<file path="config.mk">
export PLATFORM = sky130hd
export DESIGN_NAME = memory_controller
export DESIGN_NICKNAME = d
export VERILOG_FILES = /design/src/rtl/memory_controller.sv
export SDC_FILE = /design/constraint.sdc
export NUM_CORES = 1
export LEC_CHECK = 0
export ABC_AREA = 1
export CORE_UTILIZATION = 52
export CTS_CLUSTER_SIZE = 20
export DETAILED_ROUTE_END_ITERATION = 8
export GPL_TIMING_DRIVEN = 0
export PLACE_DENSITY_LB_ADDON = 0.05
export SLEW_MARGIN = 20
export SYNTH_ARGS = -nofsm -noshare
export SYNTH_HDL_FRONTEND = slang
export SYNTH_SLANG_ARGS = --single-unit
</file>
<file path="constraint.sdc">
create_clock -name clockIn -period 3.1 [get_ports clockIn]
set_input_delay 0.62 -clock clockIn [delete_from_list [all_inputs] [get_ports clockIn]]
set_output_delay 0.62 -clock clockIn [all_outputs]
set_load 0.05 [all_outputs]
</file>
<file path="src/rtl/memory_controller.sv">
// memory_controller: arbitrates the instruction cache and the load/store buffer
// onto the single 8-bit RAM port, splitting each request into little-endian
// byte accesses and reassembling/extending the returned data.
module memory_controller #(
    parameter int unsigned LSB_OP_WIDTH = 3
) (
    input  logic                    clockIn,
    input  logic                    resetIn,
    input  logic                    flush,
    input  logic [7:0]              memIn,
    output logic [7:0]              memOut,
    output logic [31:0]             memAddr,
    output logic                    memWrite,
    input  logic                    icacheValid,
    input  logic [31:0]             icacheAddr,
    output logic                    icacheReady,
    output logic [31:0]             icacheData,
    input  logic                    lsbValid,
    input  logic                    lsbReadWrite,
    input  logic [31:0]             lsbAddr,
    input  logic [LSB_OP_WIDTH-1:0] lsbOp,
    input  logic [31:0]             lsbData,
    output logic                    lsbReady,
    output logic [31:0]             lsbResult
);

    localparam int unsigned ADDR_WIDTH  = 32;
    localparam int unsigned DATA_WIDTH  = 32;
    localparam int unsigned BYTE_WIDTH  = 8;
    localparam int unsigned COUNT_WIDTH = 3;

    localparam logic [LSB_OP_WIDTH-1:0] OP_B  = LSB_OP_WIDTH'(0);
    localparam logic [LSB_OP_WIDTH-1:0] OP_H  = LSB_OP_WIDTH'(1);
    localparam logic [LSB_OP_WIDTH-1:0] OP_BU = LSB_OP_WIDTH'(3);
    localparam logic [LSB_OP_WIDTH-1:0] OP_HU = LSB_OP_WIDTH'(4);

    localparam logic GRANT_ICACHE = 1'b0;
    localparam logic GRANT_LSB    = 1'b1;

    typedef enum logic [1:0] {
        IDLE  = 2'd0,
        READ  = 2'd1,
        WRITE = 2'd2,
        DONE  = 2'd3
    } stateT;

    // Number of bytes moved for a given load/store code; reserved codes act as words.
    function automatic logic [COUNT_WIDTH-1:0] opBytes(input logic [LSB_OP_WIDTH-1:0] op);
        if (op == OP_B || op == OP_BU) begin
            return COUNT_WIDTH'(1);
        end else if (op == OP_H || op == OP_HU) begin
            return COUNT_WIDTH'(2);
        end
        return COUNT_WIDTH'(4);
    endfunction

    // Sign or zero extension of the assembled load bytes.
    function automatic logic [DATA_WIDTH-1:0] extendLoad(input logic [LSB_OP_WIDTH-1:0] op,
                                                         input logic [DATA_WIDTH-1:0] w);
        if (op == OP_B) begin
            return {{24{w[7]}}, w[7:0]};
        end else if (op == OP_BU) begin
            return {24'h0, w[7:0]};
        end else if (op == OP_H) begin
            return {{16{w[15]}}, w[15:0]};
        end else if (op == OP_HU) begin
            return {16'h0, w[15:0]};
        end
        return w;
    endfunction

    stateT                    state, stateNext;
    logic                     lastGrant, lastGrantNext;
    logic                     ownerLsb, ownerLsbNext;
    logic [LSB_OP_WIDTH-1:0]  opReg, opNext;
    logic [ADDR_WIDTH-1:0]    baseAddr, baseAddrNext;
    logic [DATA_WIDTH-1:0]    storeData, storeDataNext;
    logic [COUNT_WIDTH-1:0]   byteCount, byteCountNext;
    logic [COUNT_WIDTH-1:0]   issued, issuedNext;
    logic [DATA_WIDTH-1:0]    rdBuf, rdBufNext;
    logic [ADDR_WIDTH-1:0]    memAddrNext;
    logic [BYTE_WIDTH-1:0]    memOutNext;
    logic                     memWriteNext;
    logic                     icacheReadyNext;
    logic [DATA_WIDTH-1:0]    icacheDataNext;
    logic                     lsbReadyNext;
    logic [DATA_WIDTH-1:0]    lsbResultNext;

    logic                     grantLsb;
    logic                     grantIcache;
    logic                     moreBytes;
    logic [1:0]               capIdx;

    // Round-robin grant decision, only meaningful while idle and not flushing.
    assign grantLsb    = (state == IDLE) && !flush && lsbValid &&
                         (!icacheValid || (lastGrant == GRANT_ICACHE));
    assign grantIcache = (state == IDLE) && !flush && icacheValid &&
                         (!lsbValid || (lastGrant == GRANT_LSB));
    assign moreBytes   = issued < byteCount;
    assign capIdx      = 2'(issued - COUNT_WIDTH'(1));

    // State and datapath registers with synchronous active-low reset.
    always_ff @(posedge clockIn) begin
        if (!resetIn) begin
            state       <= IDLE;
            lastGrant   <= GRANT_ICACHE;
            ownerLsb    <= 1'b0;
            opReg       <= '0;
            baseAddr    <= '0;
            storeData   <= '0;
            byteCount   <= '0;
            issued      <= '0;
            rdBuf       <= '0;
            memAddr     <= '0;
            memOut      <= '0;
            memWrite    <= 1'b0;
            icacheReady <= 1'b0;
            icacheData  <= '0;
            lsbReady    <= 1'b0;
            lsbResult   <= '0;
        end else begin
            state       <= stateNext;
            lastGrant   <= lastGrantNext;
            ownerLsb    <= ownerLsbNext;
            opReg       <= opNext;
            baseAddr    <= baseAddrNext;
            storeData   <= storeDataNext;
            byteCount   <= byteCountNext;
            issued      <= issuedNext;
            rdBuf       <= rdBufNext;
            memAddr     <= memAddrNext;
            memOut      <= memOutNext;
            memWrite    <= memWriteNext;
            icacheReady <= icacheReadyNext;
            icacheData  <= icacheDataNext;
            lsbReady    <= lsbReadyNext;
            lsbResult   <= lsbResultNext;
        end
    end

    // Next-state logic: grant, byte sequencing, flush abort of reads, one DONE cycle.
    always_comb begin
        stateNext = state;
        unique case (state)
            IDLE: begin
                if (grantLsb) begin
                    stateNext = lsbReadWrite ? READ : WRITE;
                end else if (grantIcache) begin
                    stateNext = READ;
                end
            end
            READ: begin
                if (flush) begin
                    stateNext = IDLE;
                end else if (!moreBytes) begin
                    stateNext = DONE;
                end
            end
            WRITE: begin
                if (!moreBytes) begin
                    stateNext = DONE;
                end
            end
            DONE: stateNext = IDLE;
            default: stateNext = IDLE;
        endcase
    end

    // Next values of the registered outputs and transaction context.
    always_comb begin
        lastGrantNext   = lastGrant;
        ownerLsbNext    = ownerLsb;
        opNext          = opReg;
        baseAddrNext    = baseAddr;
        storeDataNext   = storeData;
        byteCountNext   = byteCount;
        issuedNext      = issued;
        rdBufNext       = rdBuf;
        memAddrNext     = memAddr;
        memOutNext      = memOut;
        memWriteNext    = 1'b0;
        icacheReadyNext = 1'b0;
        icacheDataNext  = icacheData;
        lsbReadyNext    = 1'b0;
        lsbResultNext   = lsbResult;
        unique case (state)
            IDLE: begin
                if (grantLsb) begin
                    lastGrantNext = GRANT_LSB;
                    ownerLsbNext  = 1'b1;
                    opNext        = lsbOp;
                    baseAddrNext  = lsbAddr;
                    storeDataNext = lsbData;
                    byteCountNext = opBytes(lsbOp);
                    issuedNext    = COUNT_WIDTH'(1);
                    rdBufNext     = '0;
                    memAddrNext   = lsbAddr;
                    if (!lsbReadWrite) begin
                        memOutNext   = lsbData[7:0];
                        memWriteNext = 1'b1;
                    end
                end else if (grantIcache) begin
                    lastGrantNext = GRANT_ICACHE;
                    ownerLsbNext  = 1'b0;
                    baseAddrNext  = icacheAddr;
                    byteCountNext = COUNT_WIDTH'(4);
                    issuedNext    = COUNT_WIDTH'(1);
                    rdBufNext     = '0;
                    memAddrNext   = icacheAddr;
                end
            end
            READ: begin
                if (!flush) begin
                    rdBufNext[{capIdx, 3'b000} +: BYTE_WIDTH] = memIn;
                    if (moreBytes) begin
                        memAddrNext = baseAddr + ADDR_WIDTH'(issued);
                        issuedNext  = issued + COUNT_WIDTH'(1);
                    end else if (ownerLsb) begin
                        lsbResultNext = extendLoad(opReg, rdBufNext);
                        lsbReadyNext  = 1'b1;
                    end else begin
                        icacheDataNext  = rdBufNext;
                        icacheReadyNext = 1'b1;
                    end
                end
            end
            WRITE: begin
                if (moreBytes) begin
                    memAddrNext  = baseAddr + ADDR_WIDTH'(issued);
                    memOutNext   = storeData[{issued[1:0], 3'b000} +: BYTE_WIDTH];
                    memWriteNext = 1'b1;
                    issuedNext   = issued + COUNT_WIDTH'(1);
                end else begin
                    lsbReadyNext = 1'b1;
                end
            end
            DONE: begin
            end
            default: begin
            end
        endcase
    end

endmodule

</file>
==> impl_metrics.env, run 1 <==
export IMPL_avgViaCountPerCell=5.41
export IMPL_ys_warnings_count=0
export IMPL_clockRootBuffer="clkbuf_16"
export IMPL_synthMostInstantiatedCell="nand2_1"
export IMPL_drive_above_1_share=0.0662
export IMPL_vias=11100
export IMPL_status="complete, no violations"
export IMPL_overflow=0
export IMPL_io_buffer_count=218
export IMPL_syn2layout_area_growth_pct=31.9
export IMPL_fin_setup_tns_ns=0
export IMPL_synth_seq_cells=215
export IMPL_syn_cell_area_sq_mm=0.0104
export IMPL_synth_top_cell_area_share=0.413
export IMPL_hold_path_class="flip-flop to flip-flop"
export IMPL_critPathMaxFanout=11
export IMPL_cts_sinks=215
export IMPL_finalCritPeriodShare=0.876
export IMPL_dp_cells=2005
export IMPL_p_leak_nw=5.44
export IMPL_synthFlopType="dfxtp_1"
export IMPL_ctsHoldBuffers=0
export IMPL_diodes=0
export IMPL_max_stage_delay_ns=0.43
export IMPL_clock_skew_ns=0.0155
export IMPL_io_pin_count=220
export IMPL_cts_setup_buffers=0
export IMPL_cp_slowest_cell="ha_1"
export IMPL_path_clk_slew_ns=0.06
export IMPL_utilization=0.703
export IMPL_synthTopCellsByCount="336 x nand2_1, 238 x nor2_1, 215 x dfxtp_1, 187 x o21ai_0, 134 x a21oi_1"
export IMPL_rows=51
export IMPL_synthTopCellsByArea="dfxtp_1 41%, nand2_1 12%, o21ai_0 9.0%"
export IMPL_start_util=0.533
export IMPL_place_gp_congestion=0.959
export IMPL_crit_type="flip-flop to flip-flop"
export IMPL_synth_nets=1651
export IMPL_htree_levels=1
export IMPL_final_min_clock_period_ns=2.72
export IMPL_cpLargestDelayFamily="compound AO/OA/AOI/OAI gates"
export IMPL_die_x_um=143
export IMPL_yosysSeqAreaShare=0.413
export IMPL_dpl_worst_slack_ns=0.431
export IMPL_drv_slew=0
export IMPL_fp_dieArea_sq_mm=0.0206
export IMPL_path_cells="buf_6 > inv_4 > buf_2 > ha_1 > nand2_4 > o21a_1 > nor2_4 > a211oi_4 > buf_6 > a21oi_2"
export IMPL_path_buf_inv=4
export IMPL_power_density_mw_per_mm2=883
export IMPL_wl_per_cell_um=16.7
export IMPL_crit_start="issued[0]"
export IMPL_worst_pin_slew_ns=0.796
export IMPL_nNetsFinal=1895
export IMPL_die_h_um=143
export IMPL_finalSetupViolations=0
export IMPL_ant_nets=0
export IMPL_synth_edf_count=0
export IMPL_cts_resized=0
export IMPL_fin_cells=2048
export IMPL_maxSlewHeadroom=0.470
export IMPL_hold_viol_final=0
export IMPL_r2r_start="issued[0]"
export IMPL_cts_tree="yes"
export IMPL_hp_start="storeData[11]"
export IMPL_drtIter0Drc=890
export IMPL_coreArea_sq_mm=0.0195
export IMPL_cp_end_kind="flip-flop"
export IMPL_drv_cap=0
export IMPL_grt_pass1_wl_um=53400
export IMPL_ys_types=42
export IMPL_arrival_ns=3.11
export IMPL_clockBufferDepth=3
export IMPL_grt_use_total=0.333
export IMPL_grt_pass1_vias=10100
export IMPL_clock_fmax_ghz=0.368
export IMPL_worstSkewPairLatency_ns=0.52
export IMPL_synth_area_leader_cell="dfxtp_1"
export IMPL_antenna_found_initial=0
export IMPL_hpwl_um=25700
export IMPL_drc=0
export IMPL_rsz0062_at_grt="no"
export IMPL_start_kind="flip-flop"
export IMPL_dr_pass1_iters=5
export IMPL_fin_ws_ns=0.384
export IMPL_syn_instance_count=1522
export IMPL_ir_drop_mv=0.630
export IMPL_drt_total_wl_um=34100
export IMPL_required_ns=3.50
export IMPL_async_flop_share=0
export IMPL_postSynthAreaPerCell_sq_um=6.84
export IMPL_grt_max_degree=14
export IMPL_cts_made_buffers=24
export IMPL_worst_path_most_repeated_cell="buf_6"
## routing by layer
layer  wire length (um)  track usage
met1              14800        0.450
met2              15600        0.543
met3               2410       0.0417
met4               1260        0.123
met5                  0            0
## flip-flops by register name, indices dropped and copies added, names as in the netlist
name / count
state: 2
rdBuf: 32
icacheData: 32
byteCount: 3
issued: 3
opReg: 3
storeData: 32
memAddr: 32
icacheReady: 1
lsbResult: 32
baseAddr: 32
memWrite: 1
memOut: 8
lsbReady: 1
ownerLsb: 1
## cells by family (layout without fill, tap and decap cells)
kind of cell | Yosys count | count (layout) | synth area share
compound gates | 398 | 398 | 0.213
fa+ha+maj | 16 | 16 | 0.0200
buf+inv | 224 | 485 | 0.0886
flops | 215 | 215 | 0.413
xor+xnor | 8 | 8 | 0.00673
simple gates | 661 | 661 | 0.258
## cells in the final DEF, fill, tap and decap left out, drive strengths merged, types with 41 or more instances in the layout
master         netlist  final
nand2              342    342
nor2               242    242
clkdlybuf4s50        0    218
dfxtp              215    215
o21ai              190    190
a21oi              144    144
inv                136    137
clkbuf              46     79
nand3               58     58
buf                 41     41
## layout make-up
class	count	area (sq um)
flip-flops and latches	215	4300
fillers	1717	5800
multi-input cells	1083	5180
inverters	137	518
clock buffers	33	684
well taps	265	332
clock inverters	10	118
repair buffers	218	2180
plain buffers	87	404
## report_power, final
| group | switching, W | leakage, nW | internal, W |
|---|---|---|---|
| clock network | 0.00117 | 0.396 | 0.00171 |
| registers | 0.000408 | 1.75 | 0.00331 |
| logic | 0.00379 | 3.29 | 0.00172 |
| total | 0.00537 | 5.44 | 0.00675 |
## metrics by stage
stage                     hold slack [ns]  total power, W  cell area [sq um]
after global routing                0.478          0.0128              13700
after global placement              0.440         0.00910              12900
after detailed placement            0.451         0.00917              12900
final                               0.458          0.0121              13700
after floorplan                     0.430         0.00733              10400
after CTS                           0.461          0.0121              13700
## path summary, 6_finish.rpt
path / end / slack, ns / cells after the start
worst max-delay path: lsbResult[22] / 0.38 / 10
worst min register to register: storeData[11] / 0.46 / 2
worst max register to register: lsbResult[22] / 0.38 / 10
worst min-delay path: storeData[11] / 0.46 / 2
## tightest hold or removal path: cells and delay by family (launching register included)
kind	cells	cell delay, ns
DFF	1	0.30
AOI/OAI and AO/OA	1	0.06
buffers and inverters	1	0.06
No activity file was read; power rests on OpenSTA's default activity.
==> inputs of run 2 (changes only) <==
--- a/config.mk
+++ b/config.mk
@@ -6,11 +6,13 @@
 export NUM_CORES = 1
 export LEC_CHECK = 0
 export ABC_AREA = 1
+export CORE_ASPECT_RATIO = 1.25
 export CORE_UTILIZATION = 52
 export CTS_CLUSTER_SIZE = 20
 export DETAILED_ROUTE_END_ITERATION = 8
 export GPL_TIMING_DRIVEN = 0
 export PLACE_DENSITY_LB_ADDON = 0.05
+export SETUP_SLACK_MARGIN = 0.1
 export SLEW_MARGIN = 20
 export SYNTH_ARGS = -nofsm -noshare
 export SYNTH_HDL_FRONTEND = slang
==> run 2 against run 1 <==
  * Maximum frequency is 0.16% higher
  * Setup slack improved by 0.0044 ns
  * Worst hold slack worse by 0.0054 ns
  * Final area decreased by 0.86%
  * Count of clock-buffer cells in the layout shrank 2
  * Sequential share of layout area up 0.27 points
  * Critical path type unchanged
  * Via count up 1.7%
==> impl_metrics.env, run 2 (same netlist as run 1, synthesis figures left out) <==
export IMPL_layout_commonest_cell="nand2_1"
export IMPL_avgViaCountPerCell=5.52
export IMPL_worstSkewPairLatency_ns=0.51
export IMPL_max_stage_delay_ns=0.66
export IMPL_endpoint="memAddr[18]"
export IMPL_ir_drop_mv=0.641
export IMPL_r2r_worst_path_cells=9
export IMPL_grt_max_degree=14
export IMPL_utilization=0.696
export IMPL_start_kind="flip-flop"
export IMPL_grtUsageMet2=0.606
export IMPL_coreArea_sq_mm=0.0195
export IMPL_grt_pass1_vias=10700
export IMPL_power_density_mw_per_mm2=873
export IMPL_arrival_ns=3.14
export IMPL_cts_made_buffers=22
export IMPL_maxSlewHeadroom=0.458
export IMPL_finalCritPeriodShare=0.875
export IMPL_status="complete, no violations"
export IMPL_final_cell_mix="336 x nand2_1, 238 x nor2_1, 218 x clkdlybuf4s50_1"
export IMPL_timing_hold_ws_ns=0.453
export IMPL_die_x_um=129
export IMPL_drv_slew=0
export IMPL_clock_skew_ns=0.00935
export IMPL_drv_cap=0
export IMPL_nNetsFinal=1893
export IMPL_cts_sinks=215
export IMPL_dr_pass1_iters=5
export IMPL_critPathMaxFanout=12
export IMPL_drtIter0Drc=1016
export IMPL_clock_fmax_ghz=0.369
export IMPL_path_clk_slew_ns=0.06
export IMPL_drc=0
export IMPL_finalSetupViolations=0
export IMPL_wl_per_cell_um=17.6
export IMPL_overflow=0
export IMPL_intPower_w=0.00652
export IMPL_grt_busiest_layer="met2"
export IMPL_antenna_found_initial=0
export IMPL_switching_share=0.451
export IMPL_clockRootBuffer="clkbuf_16"
export IMPL_path_cells="fa_1 > nand3_1 > nand2_1 > nand2_1 > nor2_1 > inv_1 > o21bai_1 > nand3_1 > a21oi_1"
export IMPL_required_ns=3.53
export IMPL_clockBufferDepth=3
export IMPL_cts_resized=0
export IMPL_fp_dieArea_sq_mm=0.0206
export IMPL_path_buf_inv=1
export IMPL_p_seq_frac=0.315
export IMPL_fill_cells=1754
export IMPL_crit_start="issued[1]"
export IMPL_ctsHoldBuffers=0
export IMPL_fin_ws_ns=0.388
export IMPL_met1_usage=0.407
export IMPL_fin_setup_tns_ns=0
export IMPL_use_met3=0.0412
export IMPL_regToRegSetupSlack_ns=0.39
export IMPL_die_h_um=160
export IMPL_cp_end_kind="flip-flop"
export IMPL_switchingPower_w=0.00536
export IMPL_worst_pin_slew_ns=0.813
export IMPL_place_gp_congestion=0.959
export IMPL_clockPowerShare=0.219
export IMPL_cp_slowest_cell="dfxtp_1"
export IMPL_pwr_share_comb=0.466
export IMPL_drt_total_wl_um=35800
export IMPL_cts_setup_buffers=0
export IMPL_diodes=0
export IMPL_cpLargestDelayFamily="simple AND/OR/NAND/NOR gates"
export IMPL_rsz0062_at_grt="no"
export IMPL_cp_depth=9
export IMPL_rows=57
export IMPL_htree_levels=1
export IMPL_r2r_end="memAddr[18]"
export IMPL_ant_nets=0
export IMPL_drive_above_1_share=0.0619
export IMPL_grt_use_total=0.351
export IMPL_dpl_worst_slack_ns=0.317
export IMPL_r2r_start="issued[1]"
export IMPL_syn2layout_area_growth_pct=30.7
export IMPL_io_buffer_count=218
export IMPL_hold_path_class="flip-flop to flip-flop"
export IMPL_p_leak_nw=5.38
export IMPL_final_min_clock_period_ns=2.71
export IMPL_io_pin_count=220
export IMPL_crit_type="flip-flop to flip-flop"
export IMPL_cts_tree="yes"
export IMPL_grt_pass1_wl_um=56000
export IMPL_vias=11300
export IMPL_hold_viol_final=0
export IMPL_start_util=0.533
export IMPL_hpwl_um=27200
## run 2: stage by stage
step	total power (W)	area, sq um	std cells
floorplan	0.00733	10400	1522
global placement	0.00916	12900	2005
detailed placement	0.00922	12900	2005
CTS	0.0118	13600	2042
global route	0.0125	13600	2042
finish	0.0119	13600	2042
## run 2: power by group through the flow
stage / combinational, W / clock (W) / sequential, W
CTS: 0.00548 / 0.00260 / 0.00373
finish: 0.00554 / 0.00260 / 0.00374
global route: 0.00595 / 0.00273 / 0.00379
detailed placement: 0.00544 / 0 / 0.00378
global placement: 0.00539 / 0 / 0.00377
floorplan: 0.00265 / 0 / 0.00468
## run 2: final cells by class
class / count / area (sq um) / area share
flip-flops and latches: 215 / 4300 / 0.316
clock buffers: 31 / 626 / 0.0460
multi-input cells: 1083 / 5180 / 0.381
inverters: 137 / 518 / 0.0381
clock inverters: 6 / 58.8 / 0.00432
well taps: 265 / 332 / 0.0244
plain buffers: 87 / 404 / 0.0297
repair buffers: 218 / 2180 / 0.160
## run 2: how the worst min path moves through the flow
stage,startpoint,to,slack (ns),cells past startpoint
after detailed placement,storeData[11],storeData[11],0.44,2
after CTS,storeData[11],storeData[11],0.45,2
final,storeData[9],storeData[9],0.45,2
after global routing,rdBuf[26],rdBuf[26],0.48,2
after global placement,storeData[11],storeData[11],0.44,2
after floorplan,storeData[10],storeData[10],0.43,2
## run 2: per-layer routing
layer,vias to the layer above,wire length (um)
met5,-,0
met3,137,2120
li1,5414,-
met1,5203,13800
met4,0,2410
met2,511,17500
## run 2: tightest hold or removal path, stage by stage, from the launching register on
cell and delay (ns):
dfxtp_1 0.30, inv_1 0.06, a21oi_1 0.05
==> inputs of run 3 (changes only) <==
--- a/config.mk
+++ b/config.mk
@@ -11,7 +11,7 @@
 export CTS_CLUSTER_SIZE = 20
 export DETAILED_ROUTE_END_ITERATION = 8
 export GPL_TIMING_DRIVEN = 0
-export PLACE_DENSITY_LB_ADDON = 0.05
+export PLACE_DENSITY = 0.86
 export SETUP_SLACK_MARGIN = 0.1
 export SLEW_MARGIN = 20
 export SYNTH_ARGS = -nofsm -noshare
==> run 3 against run 2 <==
  * Maximum frequency down 1.4%
  * Utilization up 0.47 points
  * Flip-flop and latch count unchanged
  * Critical endpoint is now lsbResult[27]
==> impl_metrics.env, run 3 (same netlist as run 1, synthesis figures left out) <==
export IMPL_status="complete, no violations"
export IMPL_io_buffer_count=218
export IMPL_cts_made_buffers=22
export IMPL_die_x_um=129
export IMPL_coreArea_sq_mm=0.0195
export IMPL_clockRootBuffer="clkbuf_16"
export IMPL_drive_above_1_share=0.0641
export IMPL_drt_total_wl_um=36800
export IMPL_final_min_clock_period_ns=2.75
export IMPL_power_density_mw_per_mm2=892
export IMPL_clockBufferDepth=3
export IMPL_overflow=0
export IMPL_avgViaCountPerCell=5.57
export IMPL_grt_max_degree=15
export IMPL_cts_tree="yes"
export IMPL_crit_type="flip-flop to flip-flop"
export IMPL_fin_cells=2043
export IMPL_fp_dieArea_sq_mm=0.0206
export IMPL_hold_viol_final=0
export IMPL_fill_cells=1660
export IMPL_cp_end_kind="flip-flop"
export IMPL_regToRegSetupSlack_ns=0.35
export IMPL_p_leak_nw=5.43
export IMPL_cpLargestDelayFamily="compound AO/OA/AOI/OAI gates"
export IMPL_hold_path_class="flip-flop to flip-flop"
export IMPL_ant_nets=0
export IMPL_dr_pass1_iters=8
export IMPL_io_pin_count=220
export IMPL_cts_sinks=215
export IMPL_path_buf_inv=4
export IMPL_wl_per_cell_um=18.0
export IMPL_fin_ws_ns=0.350
export IMPL_antenna_found_initial=0
export IMPL_cp_slowest_cell="dfxtp_1"
export IMPL_die_h_um=160
export IMPL_maxSlewHeadroom=0.450
export IMPL_whs_path_depth=2
export IMPL_start_util=0.533
export IMPL_hp_start="storeData[14]"
export IMPL_dp_cells=2005
export IMPL_drv_cap=0
export IMPL_drc=0
export IMPL_grt_pass1_wl_um=56600
export IMPL_cts_resized=0
export IMPL_arrival_ns=3.14
export IMPL_ctsHoldBuffers=0
export IMPL_crit_start="issued[0]"
export IMPL_grt_use_total=0.356
export IMPL_drtIter0Drc=1134
export IMPL_htree_levels=1
export IMPL_place_area_sq_mm=0.0129
export IMPL_final_cell_mix="336 x nand2_1, 238 x nor2_1, 218 x clkdlybuf4s50_1"
export IMPL_required_ns=3.49
export IMPL_drv_slew=0
export IMPL_grt_pass1_vias=11200
export IMPL_clock_fmax_ghz=0.364
export IMPL_rows=57
export IMPL_cts_setup_buffers=0
export IMPL_syn2layout_area_growth_pct=31.6
export IMPL_place_gp_congestion=1.02
export IMPL_finalSetupViolations=0
export IMPL_vias=11400
export IMPL_start_kind="flip-flop"
export IMPL_nNetsFinal=1893
export IMPL_cp_depth=10
export IMPL_max_stage_delay_ns=0.46
export IMPL_worstSkewPairLatency_ns=0.51
export IMPL_path_clk_slew_ns=0.06
export IMPL_worst_path_most_repeated_cell="buf_6"
export IMPL_clock_skew_ns=0.0153
export IMPL_stdcell_area_sq_mm=0.0137
export IMPL_diodes=0
export IMPL_path_cells="buf_6 > inv_4 > buf_2 > ha_1 > nand2_4 > o21a_1 > nor2_4 > a211oi_4 > buf_6 > a21oi_2"
export IMPL_ir_drop_mv=0.463
export IMPL_fin_setup_tns_ns=0
export IMPL_r2r_worst_path_cells=10
export IMPL_layout_commonest_cell="nand2_1"
export IMPL_rsz0062_at_grt="no"
export IMPL_hpwl_um=27600
export IMPL_finalCritPeriodShare=0.887
export IMPL_worst_pin_slew_ns=0.825
export IMPL_dpl_worst_slack_ns=0.280
export IMPL_r2r_start="issued[0]"
export IMPL_critPathMaxFanout=11
-- run 3: changes by cell type in the layout (fill, tap and decap cells not counted), sizes merged --
cell / delta
clkinv: -1
clkbuf: -2
clkinvlp: +1
bufinv: +3
-- run 3: final timing paths --
| path | end |
|---|---|
| setup / recovery | lsbResult[27] |
| hold / removal | storeData[14] |
| setup reg to reg | lsbResult[27] |
| hold reg to reg | storeData[14] |
-- run 3: through the flow --
stage,power [W],util,hold WS (ns)
floorplan,0.00733,-,0.430
global placement,0.00913,0.661,0.438
detailed placement,0.00922,0.661,0.446
CTS,0.0121,0.701,0.455
global route,0.0128,0.701,0.474
finish,0.0122,0.701,0.460
-- run 3: final cells by class --
| class | count | area [sq um] | area share |
|---|---|---|---|
| Timing Repair Buffer | 218 | 2180 | 0.159 |
| Sequential cell | 215 | 4300 | 0.314 |
| Multi-Input combinational cell | 1083 | 5180 | 0.378 |
| Clock buffer | 29 | 628 | 0.0458 |
| Inverter | 137 | 518 | 0.0378 |
| Tap cell | 265 | 332 | 0.0242 |
| Clock inverter | 9 | 148 | 0.0108 |
| Buffer | 87 | 404 | 0.0295 |
-- run 3: tightest hold or removal path: cells and delay by family, from the launching register on --
family	cells	cell delay, ns
flip-flops	1	0.30
buffers and inverters	1	0.06
AO/OA/AOI/OAI	1	0.05
-- run 3: report_power, final --
part / internal, W / switching [W] / total, W
combinational: 0.00172 / 0.00388 / 0.00560
clock: 0.00175 / 0.00113 / 0.00289
sequential: 0.00331 / 0.000416 / 0.00373
-- run 3: per-layer routing --
layer | part of all wire | wire length, um | GRT usage
met1 | 0.35 | 13000 | 0.383
met2 | 0.50 | 18300 | 0.637
met4 | 0.075 | 2750 | 0.257
met5 | 0 | 0 | 0
met3 | 0.075 | 2760 | 0.0422
